$ cat src/rtl/reset_sequencer.sv
// reset_sequencer
//   One reset controller per clock domain. All channel resets assert
//   asynchronously from the active-low 'reset' input. Deassertion passes
//   through a SYNC_STAGES-deep synchronizer. Channels are then released one at
//   a time in index order, RELEASE_GAP cycles apart. After a channel has been
//   released, software can request a reset pulse on it. The pulse lasts at
//   least MIN_PULSE cycles and is retriggered by further requests.
//
// Optional feature macro: RST_SEQ_SW_RST_EN
//   Defined     : software reset pulses, per-channel counters and sw_active
//                 are built.
//   Not defined : sw_rst_req is ignored and sw_active is tied to 0.
//                 Release sequencing is identical in both builds.
//
// Ports
//   clk        in   1       domain clock, rising edge
//   reset      in   1       asynchronous active-low hard reset
//   sw_rst_req in   NUM_CH  per-channel software reset request (level)
//   rst_out_n  out  NUM_CH  per-channel active-low reset, registered
//   sw_active  out  NUM_CH  channel is inside a software reset pulse
//   rst_done   out  1       every channel released since the last hard reset
module reset_sequencer #(
  parameter int NUM_CH      = 4,
  parameter int SYNC_STAGES = 2,
  parameter int RELEASE_GAP = 8,
  parameter int MIN_PULSE   = 4
) (
  input  logic              clk,
  input  logic              reset,
  input  logic [NUM_CH-1:0] sw_rst_req,
  output logic [NUM_CH-1:0] rst_out_n,
  output logic [NUM_CH-1:0] sw_active,
  output logic              rst_done
);

  localparam int GW = $clog2(RELEASE_GAP + 1);
  localparam int IW = $clog2(NUM_CH + 1);
  localparam logic [GW-1:0] GAP_END = GW'(RELEASE_GAP);
  localparam logic [IW-1:0] ALL_REL = IW'(NUM_CH);

  typedef enum logic [1:0] {HOLD, RELEASE, RUN} state_t;

  state_t state, state_nx;

  logic [SYNC_STAGES-1:0] sync_q;
  logic                   sync_ok;
  logic [GW-1:0]          gap, gap_nx;
  logic [IW-1:0]          idx, idx_nx;      // number of channels released so far
  logic [NUM_CH-1:0]      rel, rel_nx;      // release mask from sequencing only
  logic [NUM_CH-1:0]      hold_nx;          // channels inside a software pulse next cycle

  // Deassertion synchronizer: ones shift in once the hard reset is released.
  always_ff @(posedge clk or negedge reset) begin
    if (!reset) begin
      sync_q <= '0;
    end else begin
      sync_q <= {sync_q[SYNC_STAGES-2:0], 1'b1};
    end
  end

  assign sync_ok = sync_q[SYNC_STAGES-1];

  // Release sequencer state and counters.
  always_ff @(posedge clk or negedge reset) begin
    if (!reset) begin
      state <= HOLD;
      gap   <= '0;
      idx   <= '0;
      rel   <= '0;
    end else begin
      state <= state_nx;
      gap   <= gap_nx;
      idx   <= idx_nx;
      rel   <= rel_nx;
    end
  end

  always_comb begin
    state_nx = state;
    gap_nx   = gap;
    idx_nx   = idx;
    rel_nx   = rel;
    unique case (state)
      HOLD: begin
        if (sync_ok) begin
          rel_nx[0] = 1'b1;
          idx_nx    = IW'(1);
          gap_nx    = '0;
          state_nx  = RELEASE;
        end
      end
      RELEASE: begin
        if (idx == ALL_REL) begin
          // Last channel was released on the previous edge.
          state_nx = RUN;
        end else if (gap + GW'(1) == GAP_END) begin
          for (int i = 0; i < NUM_CH; i++) begin
            if (idx == IW'(i)) rel_nx[i] = 1'b1;
          end
          idx_nx = idx + IW'(1);
          gap_nx = '0;
        end else begin
          gap_nx = gap + GW'(1);
        end
      end
      RUN: begin
        state_nx = RUN;
      end
      default: begin
        state_nx = HOLD;
      end
    endcase
  end

`ifdef RST_SEQ_SW_RST_EN
  localparam int PW = $clog2(MIN_PULSE + 1);
  localparam logic [PW-1:0] PULSE_LEN = PW'(MIN_PULSE);

  logic [PW-1:0] pcnt    [NUM_CH];
  logic [PW-1:0] pcnt_nx [NUM_CH];

  // A request is honoured only on a channel the sequencer has already
  // released. HOLD has no released channels, so HOLD requests fall out here too.
  // A new request reloads the counter, which also covers retrigger and
  // held requests.
  always_comb begin
    hold_nx = '0;
    for (int i = 0; i < NUM_CH; i++) begin
      pcnt_nx[i] = pcnt[i];
      if (sw_rst_req[i] && rel[i]) begin
        pcnt_nx[i] = PULSE_LEN;
      end else if (pcnt[i] != '0) begin
        pcnt_nx[i] = pcnt[i] - PW'(1);
      end
      hold_nx[i] = (pcnt_nx[i] != '0);
    end
  end

  always_ff @(posedge clk or negedge reset) begin
    if (!reset) begin
      for (int i = 0; i < NUM_CH; i++) pcnt[i] <= '0;
      sw_active <= '0;
    end else begin
      for (int i = 0; i < NUM_CH; i++) pcnt[i] <= pcnt_nx[i];
      sw_active <= hold_nx;
    end
  end
`else
  logic unused_sw_rst_req;
  assign unused_sw_rst_req = ^sw_rst_req;
  assign hold_nx   = '0;
  assign sw_active = '0;
`endif

  // Output registers. Each output comes straight from a flop, so no input can
  // reach an output combinationally.
  always_ff @(posedge clk or negedge reset) begin
    if (!reset) begin
      rst_out_n <= '0;
      rst_done  <= 1'b0;
    end else begin
      rst_out_n <= rel_nx & ~hold_nx;
      rst_done  <= (state_nx == RUN);
    end
  end

endmodule

$ cat config.mk
export PLATFORM = sky130hd
export DESIGN_NAME = reset_sequencer
export DESIGN_NICKNAME = d
export VERILOG_FILES = /design/src/rtl/reset_sequencer.sv
export SDC_FILE = /design/constraint.sdc
export NUM_CORES = 1
export LEC_CHECK = 0
export BUFFER_PORTS_ARGS = -buffer_cell sky130_fd_sc_hd__buf_2
export CAP_MARGIN = 30
export CORE_MARGIN = 2
export CORE_UTILIZATION = 45
export CTS_CLUSTER_DIAMETER = 40
export DETAILED_ROUTE_END_ITERATION = 10
export GPL_TIMING_DRIVEN = 0
export PLACE_DENSITY = 0.69
export SLEW_MARGIN = 20
export SYNTH_ARGS = -nofsm -noshare
export SYNTH_HDL_FRONTEND = slang
export SYNTH_SLANG_ARGS = --single-unit
$ cat constraint.sdc
create_clock -name clk -period 1.6 [get_ports clk]
set_input_delay 0.08 -clock clk [delete_from_list [all_inputs] [get_ports clk]]
set_output_delay 0.08 -clock clk [all_outputs]
set_load 0.005 [all_outputs]
==> impl_results.md, run 1 <==
* H-tree levels at 1
* N_diodes at 0
* # fillers at 152
* Ys async rst share at 1.00
* CP arrival at 1750 ps
* Max-cap check violation count at 0
* Area of placed instances at 881 um2
* Fin nets at 111
* Switching share of total power at 0.393
* Final instance count without filler cells at 121
* CP Launch Type: register
* Grt ovf at 0
* Detail Placement HPWL at 1080 um
* TritonCTS clock tree: built
* Wire per inst at 14.1 um
* Detailed Route WL at 1710 um
* Crit share post-route at 0.987
* Sink Count at 16
* Critical path class: register to register
* Largest net degree at the start of global routing at 17
* Num CTS Buffers at 3
* Seq pwr share at 0.360
* Core area at 1710 um2
* Status: completed
* Crit path launch: idx[0]$_DFFE_PN0P_
* Most frequent cells in the layout: dfrtp_1 (14), buf_4 (12), buf_2 (6), nand2_1 (5), conb_1 (5)
* Clock Tree Buf Depth at 2
* Slew Viols, Final at 0
* Residual DRC count at 0
* Die area at 2150 um2
* Top_reg_cell synth: dfrtp_1
* Max VDD drop at 0.00100 V
* Clock network power share at 0.104
* Top cells by area, synth: dfrtp_1 (50%), ha_1 (11%), a41o_1 (3.7%)
* Reg clk slew, reported paths at 90 ps
* Final setup vio count at 0
* Maximum clock frequency at 0.633 GHz
* Biggest area consumer among synthesized cells: dfrtp_1
* Commonest non-fill, non-tap cell in the layout: dfrtp_1
* Fin. Hold Viols at 0
* Unrepaired setup endpoints after global routing: true
* Io pins at 15
* Internal power at 1.20 mW
* Syn. warnings at 0
* Vias in the first global route at 587
* First drt pass iteration count at 2
* Worst setup margin at 21.1 ps
* Mapped Area at 808 um2
* Count of cell types in the netlist at 26
* DP Worst Slack at -221 ps
* Iter 0 DRT Violations at 4
* Seq/Total Area, Yosys at 0.495
* Final instance area at 1070 um2
* Area of the multi-input gates at 454 um2
* Placed Cells at 108
* Gr usage total at 0.176
* Worst Path Required at 1770 ps
* Cells after Synth at 74
* Via count at 629
* PwrDens at 1840 nW/um2
* Die Span Y at 46.4 um
* Hold crit path type: input pin to async pin
* Row count at 15
* EDFF count, synth at 0
* Launch point of the worst reg-to-reg path: idx[0]$_DFFE_PN0P_
* PortBufs at 6
* Share of cells above drive strength 1 at 0.417
* Worst Path Max Fanout at 4
* Final Critical Period at 1580 ps
* Clk_lat worst skew at 290 ps
* First-pass GRT wire length at 2550 um
* Initial Utilization at 0.473
* Net Sw Power at 0.776 mW
* Fraction of post-synthesis cell area in the top cell type by area at 0.495
* Crit path capture type: register
* Antenna Violating Nets Remaining at 0
* Clock Skews at 6.58 ps
* Logic pwr share at 0.536
* Clk root buf: clkbuf_4
* Width of the die at 46.4 um
* Post-Route Setup TNS at 0 ps
* Register area at 403 um2
* Avg Inst Size Synth at 10.9 um2
* Pleak at 0.529 nW
* WHS at 226 ps
* Register bit total from synthesis at 16
* Initial antenna violation count at 0
* Final Wtd Congestion at 0.712
* Post-DR vias/cell at 5.20
* P&R area growth vs syn at 33.0%
-- what timing repair did --
action / in CTS / in global routing
hold buffers: 1 / 0
endpoints found under the setup margin: 6 / 10
endpoints found under the hold margin: 16 / 0
cloned: 0 / 0
gates resized for setup: 6 / 19
pin swaps: 1 / 5
buffers inserted: 5 / 4
-- layout make-up --
type | count | share of cell area
Timing Repair Buffer | 16 | 0.104
Tap cell | 25 | 0.0291
Clock buffer | 3 | 0.0210
Sequential cell | 16 | 0.375
Inverter | 6 | 0.0210
Multi-Input combinational cell | 51 | 0.423
Buffer | 4 | 0.0279
-- kinds of logic (layout without fill, tap and decap cells) --
group | count (synthesis) | count (layout) | synth area share
adders and majority gates | 7 | 7 | 0.108
and+or+nand+nor | 19 | 19 | 0.127
other | 2 | 5 | 0.00929
DFF | 16 | 16 | 0.495
buffers and inverters | 10 | 29 | 0.0650
muxes | 1 | 1 | 0.0124
AOI/OAI and AO/OA | 19 | 19 | 0.183
-- through the flow --
stage | utilization | power, mW
after global routing | 0.629 | 2.13
after CTS | 0.573 | 1.70
after floorplan | - | 1.16
after global placement | 0.516 | 1.31
final | 0.629 | 1.97
after detailed placement | 0.516 | 1.36
-- routing by layer --
layer	up-vias	track usage	part of all wire
met5	-	0	0
met4	0	0.114	0.019
met3	4	0.0353	0.022
met2	9	0.281	0.56
met1	313	0.213	0.40
li1	303	-	-
-- power groups by stage --
stage | sequential (mW) | clock [mW] | combinational (mW)
3_5_place_dp | 0.692 | 0 | 0.663
5_1_grt | 0.729 | 0.227 | 1.18
3_3_place_gp | 0.681 | 0 | 0.634
4_1_cts | 0.684 | 0.216 | 0.802
2_1_floorplan | 0.662 | 0 | 0.495
6_report | 0.710 | 0.206 | 1.06
-- cells in the mapped netlist (2+ instances only) --
master / instances
a41o_1: 3
ha_1: 7
a22o_1: 2
nand3_1: 3
inv_1: 6
dfrtp_1: 16
conb_1: 2
o21ai_0: 6
buf_4: 4
nand2b_1: 3
nand2_1: 6
nor2_1: 2
-- path summary, 6_finish.rpt --
check                           slack [ps]                  endpoint  depth (start not counted)
max in group asynchronous             1090        gap[0]$_DFFE_PN0P_                          2
worst max register to register          20  rst_out_n[0]$_DFFE_PN0P_                          6
worst max-delay path                    20  rst_out_n[0]$_DFFE_PN0P_                          6
min in group clk                       370       sync_q[1]$_DFF_PN0_                          0
worst min register to register         370       sync_q[1]$_DFF_PN0_                          0
worst min-delay path                   230       sync_q[1]$_DFF_PN0_                          2
-- worst max-delay path, cell delays in order (launching register included) --
cell and delay, ps:
dfrtp_1 420, inv_2 90, ha_4 140, a311o_1 280, inv_2 90, and3_4 160
a221o_1 290
-- registers in the layout, indices dropped and copies added, names as in the netlist --
| signal | cells |
|---|---|
| state | 2 |
| sync_q | 2 |
| idx | 3 |
| rst_done | 1 |
| rst_out_n | 4 |
| gap | 4 |
Note: power is estimated with default switching activity, not from simulation.
==> run 2: changes to the inputs <==
PLACE_DENSITY = default   (was 0.69)
PLACE_DENSITY_LB_ADDON = 0.08   (was default)
==> impl_results.md, run 2 (same netlist as run 1, synthesis figures left out) <==
* Initial Utilization at 0.473
* Share of cells above drive strength 1 at 0.396
* Clk_lat worst skew at 280 ps
* Crit share post-route at 0.983
* Vias in the first global route at 535
* Crit path largest cell delay at 380 ps
* Io pins at 15
* Commonest non-fill, non-tap cell in the layout: dfrtp_1
* Antenna Violating Nets Remaining at 0
* Final setup vio count at 0
* TritonCTS clock tree: built
* Launch point of the worst reg-to-reg path: idx[0]$_DFFE_PN0P_
* Max VDD drop at 0.00111 V
* Clk root buf: clkbuf_4
* Gr usage total at 0.155
* Iter 0 DRT Violations at 10
* RR Endpoint: gap[3]$_DFFE_PN0P_
* Worst Path Required at 1760 ps
* Row count at 15
* Reg clk slew, reported paths at 100 ps
* PortBufs at 6
* Die Span Y at 46.4 um
* Max stage delay cell, worst path: a311o_2
* Wire per inst at 12.5 um
* CP Launch Type: register
* Cell depth of the worst flop-to-flop path at 6
* Via count at 601
* Worst setup margin at 27.4 ps
* Sink Count at 16
* First-pass GRT wire length at 2350 um
* N_diodes at 0
* Final Critical Period at 1570 ps
* Unrepaired setup endpoints after global routing: true
* First drt pass iteration count at 4
* Die area at 2150 um2
* Fin. Hold Viols at 0
* Status: completed
* Clock Tree Buf Depth at 2
* Post-DR vias/cell at 4.97
* Flop2flop setup slack at 30 ps
* Max-cap check violation count at 0
* WP buf/inv at 2
* Slew Viols, Final at 0
* CP arrival at 1730 ps
* Grt ovf at 0
* Hold crit path type: input pin to async pin
* Width of the die at 46.4 um
* Core area at 1710 um2
* Fin nets at 110
* H-tree levels at 1
* Crit path capture type: register
* Largest net degree at the start of global routing at 17
* PwrDens at 1840 nW/um2
* Critical path class: register to register
* Final Wtd Congestion at 0.728
* Residual DRC count at 0
* Detailed Route WL at 1510 um
* Worst Path Max Fanout at 5
* Initial antenna violation count at 0
* CP Cell Sequence: inv_2, ha_4, a311o_2, buf_4, a41oi_1, o22ai_2
* Num CTS Buffers at 3
* CP delay by family, top: compound AO/OA/AOI/OAI gates
* Pleak at 0.533 nW
* WHS at 227 ps
* DP Worst Slack at -224 ps
* Most frequent cells in the layout: dfrtp_1 (14), buf_4 (12), nand2_1 (6), buf_2 (6), conb_1 (5)
* Top Registers: gap (4), rst_out_n (4), idx (3)
* Clock Skews at 6.81 ps
* Maximum clock frequency at 0.636 GHz
* P&R area growth vs syn at 31.9%
* Detail Placement HPWL at 1010 um
-- run 2: changes by cell type in the layout (fill, tap and decap cells not counted), sizes merged --
cell	delta
clkbuf	+1
buf	-1
-- run 2: repair_timing --
item,CTS,global route
pin swaps,3,1
buffers inserted,6,2
gates resized for setup,8,12
endpoints found under the setup margin,6,9
hold buffers,1,0
endpoints found under the hold margin,16,0
-- run 2: worst register-to-register path: cells and delay by family, from the launching register on --
kind / cells / cell delay, ps
compound gates: 3 / 700
flops: 1 / 370
buf+inv: 2 / 240
fa+ha+maj: 1 / 160
-- run 2: worst max-delay path by stage --
stage                       startpoint                        to  slack (ps)  cells past startpoint
floorplan           idx[0]$_DFFE_PN0P_  rst_out_n[0]$_DFFE_PN0P_          -5                      6
global route        idx[1]$_DFFE_PN0P_        idx[1]$_DFFE_PN0P_         -30                      5
detailed placement  idx[0]$_DFFE_PN0P_        idx[1]$_DFFE_PN0P_        -220                      5
CTS                 gap[1]$_DFFE_PN0P_  rst_out_n[0]$_DFFE_PN0P_           2                      4
finish              idx[0]$_DFFE_PN0P_        gap[3]$_DFFE_PN0P_          30                      6
global placement    idx[0]$_DFFE_PN0P_        idx[1]$_DFFE_PN0P_        -200                      5
-- run 2: through the flow --
step                TNS (ps)  power, mW  std cells  cell area, um2   util
finish                     0       1.97        121            1070  0.624
global route            -104       2.12        121            1070  0.624
CTS                        0       1.73        119             985  0.577
detailed placement     -1030       1.34        108             881  0.516
global placement        -915       1.32        108             881  0.516
floorplan              -4.63       1.16         77             820      -
-- run 2: final cells by class --
type / instances / area (um2)
fill: 147 / 642
multi-input combinational: 51 / 440
sequential: 16 / 403
timing repair buffer: 15 / 100
clock buffer: 4 / 36.3
tap: 25 / 31.3
buffer: 4 / 30.0
inverter: 6 / 25.0
-- run 2: where the power goes --
| part | leakage, nW | internal (mW) | switching, mW |
|---|---|---|---|
| clock network | 0.0210 | 0.138 | 0.122 |
| logic | 0.320 | 0.529 | 0.483 |
| registers | 0.192 | 0.552 | 0.140 |
-- run 2: per-layer routing --
metal  routed length [um]  track usage
met1                  738        0.219
met2                  735        0.242
met5                    0            0
met3                   36       0.0353
met4                    0       0.0343
==> run 3: changes to the inputs <==
CTS_CLUSTER_DIAMETER = default   (was 40)
REMOVE_ABC_BUFFERS = 1   (was default)
==> impl_results.md, run 3 (same netlist as run 1, synthesis figures left out) <==
* Status: finished, violations left
* Failing checks: setup timing
* Gr usage total at 0.158
* Largest net degree at the start of global routing at 17
* Commonest non-fill, non-tap cell in the layout: dfrtp_1
* Maximum clock frequency at 0.619 GHz
* CP Launch Type: register
* P&R area growth vs syn at 30.3%
* Worst Path Max Fanout at 4
* CP arrival at 1830 ps
* Max VDD drop at 0.00104 V
* TritonCTS clock tree: built
* Share of cells above drive strength 1 at 0.365
* H-tree levels at 1
* CP Cell Sequence: inv_2, ha_4, a311o_1, buf_4, or3_4, o22ai_2
* Clk_lat worst skew at 290 ps
* Detailed Route WL at 1540 um
* Crit path capture type: register
* Wire per inst at 12.7 um
* Clock Skews at 1.48 ps
* Initial Utilization at 0.473
* Final Critical Period at 1620 ps
* Top Registers: gap (4), rst_out_n (4), idx (3)
* Unrepaired setup endpoints after global routing: true
* Area of placed instances at 851 um2
* Pleak at 0.528 nW
* DP Worst Slack at -217 ps
* Final setup vio count at 2
* Flop2flop setup slack at -20 ps
* Max stage delay cell, worst path: dfrtp_1
* Residual DRC count at 0
* Most frequent cells in the layout: dfrtp_1 (14), buf_4 (12), nand2_1 (6), buf_2 (6)
* Grt ovf at 0
* Io pins at 15
* Worst Path Required at 1820 ps
* Num CTS Buffers at 3
* Cell depth of the worst flop-to-flop path at 6
* Core area at 1710 um2
* First-pass GRT wire length at 2420 um
* Slew Viols, Final at 0
* WHS at 226 ps
* CP delay by family, top: compound AO/OA/AOI/OAI gates
* Vias in the first global route at 566
* Post-Route Setup TNS at -26.8 ps
* Post-DR vias/cell at 5.00
* Crit share post-route at 1.01
* Die area at 2150 um2
* Row count at 15
* N_diodes at 0
* Pwr Total at 1.97 mW
* Via count at 605
* PwrDens at 1870 nW/um2
* Crit path largest cell delay at 370 ps
* Clock Tree Buf Depth at 2
* Antenna Violating Nets Remaining at 0
* Clk root buf: clkbuf_4
* Fin. Hold Viols at 0
* Final Wtd Congestion at 0.741
* Launch point of the worst reg-to-reg path: idx[1]$_DFFE_PN0P_
* Finished Core Util at 0.617
* Width of the die at 46.4 um
* Placed Cells at 104
* Sink Count at 16
* Worst setup margin at -16.1 ps
* Fin nets at 110
* First drt pass iteration count at 4
* Detail Placement HPWL at 979 um
* Final instance area at 1050 um2
* Max-cap check violation count at 0
* RR Endpoint: gap[3]$_DFFE_PN0P_
* Iter 0 DRT Violations at 9
* Reg clk slew, reported paths at 90 ps
* WP buf/inv at 2
* Hold crit path type: input pin to async pin
* PortBufs at 6
* Die Span Y at 46.4 um
* Critical path class: register to register
* Initial antenna violation count at 0
* Final instance count without filler cells at 121
## run 3: cell count changes in the layout (fill, tap and decap cells not counted)
cell      change
a211oi_2      -1
a211oi_4      +1
a21boi_0      -1
a21boi_1      +1
a311o_1       +1
a311o_2       -1
ha_1          +1
ha_4          -1
inv_2         +1
inv_4         -1
o21ai_0       +1
o21ai_2       -1
## run 3: area by class of cell
cell class,instances,area [um2]
multi-input cells,51,430
repair buffers,19,130
clock buffers,4,36.3
flip-flops and latches,16,403
inverters,6,22.5
fillers,149,654
well taps,25,31.3
## run 3: timing repair
action,CTS,global route
resized for setup,7,10
endpoints found under the setup margin,6,10
pin swaps,2,4
setup buffers,8,4
endpoints found under the hold margin,16,0
hold buffers,1,0
## run 3: where the power goes
group / internal [mW] / switching, mW / total, mW
Combinational: 0.535 / 0.470 / 1.01
Clock: 0.139 / 0.130 / 0.268
Sequential: 0.552 / 0.139 / 0.691
## run 3: worst max path at each step
stage                                     to  cells after the start          startpoint  slack (ps)
floorplan           rst_out_n[0]$_DFFE_PN0P_                      6  idx[0]$_DFFE_PN0P_         -20
global placement    rst_out_n[0]$_DFFE_PN0P_                      6  idx[0]$_DFFE_PN0P_        -200
detailed placement  rst_out_n[0]$_DFFE_PN0P_                      6  idx[0]$_DFFE_PN0P_        -220
CTS                 rst_out_n[0]$_DFFE_PN0P_                      6  idx[1]$_DFFE_PN0P_         -20
global route              gap[3]$_DFFE_PN0P_                      6  idx[1]$_DFFE_PN0P_         -80
finish                    gap[3]$_DFFE_PN0P_                      6  idx[1]$_DFFE_PN0P_         -20
## run 3: metal layers
metal	vias up	global-route usage	part of all wire	wire (um)
li1	304	-	-	-
met1	286	0.216	0.46	705
met2	11	0.247	0.49	758
met3	4	0.0235	0.029	45
met4	0	0.0686	0.018	28
met5	-	0	0	0
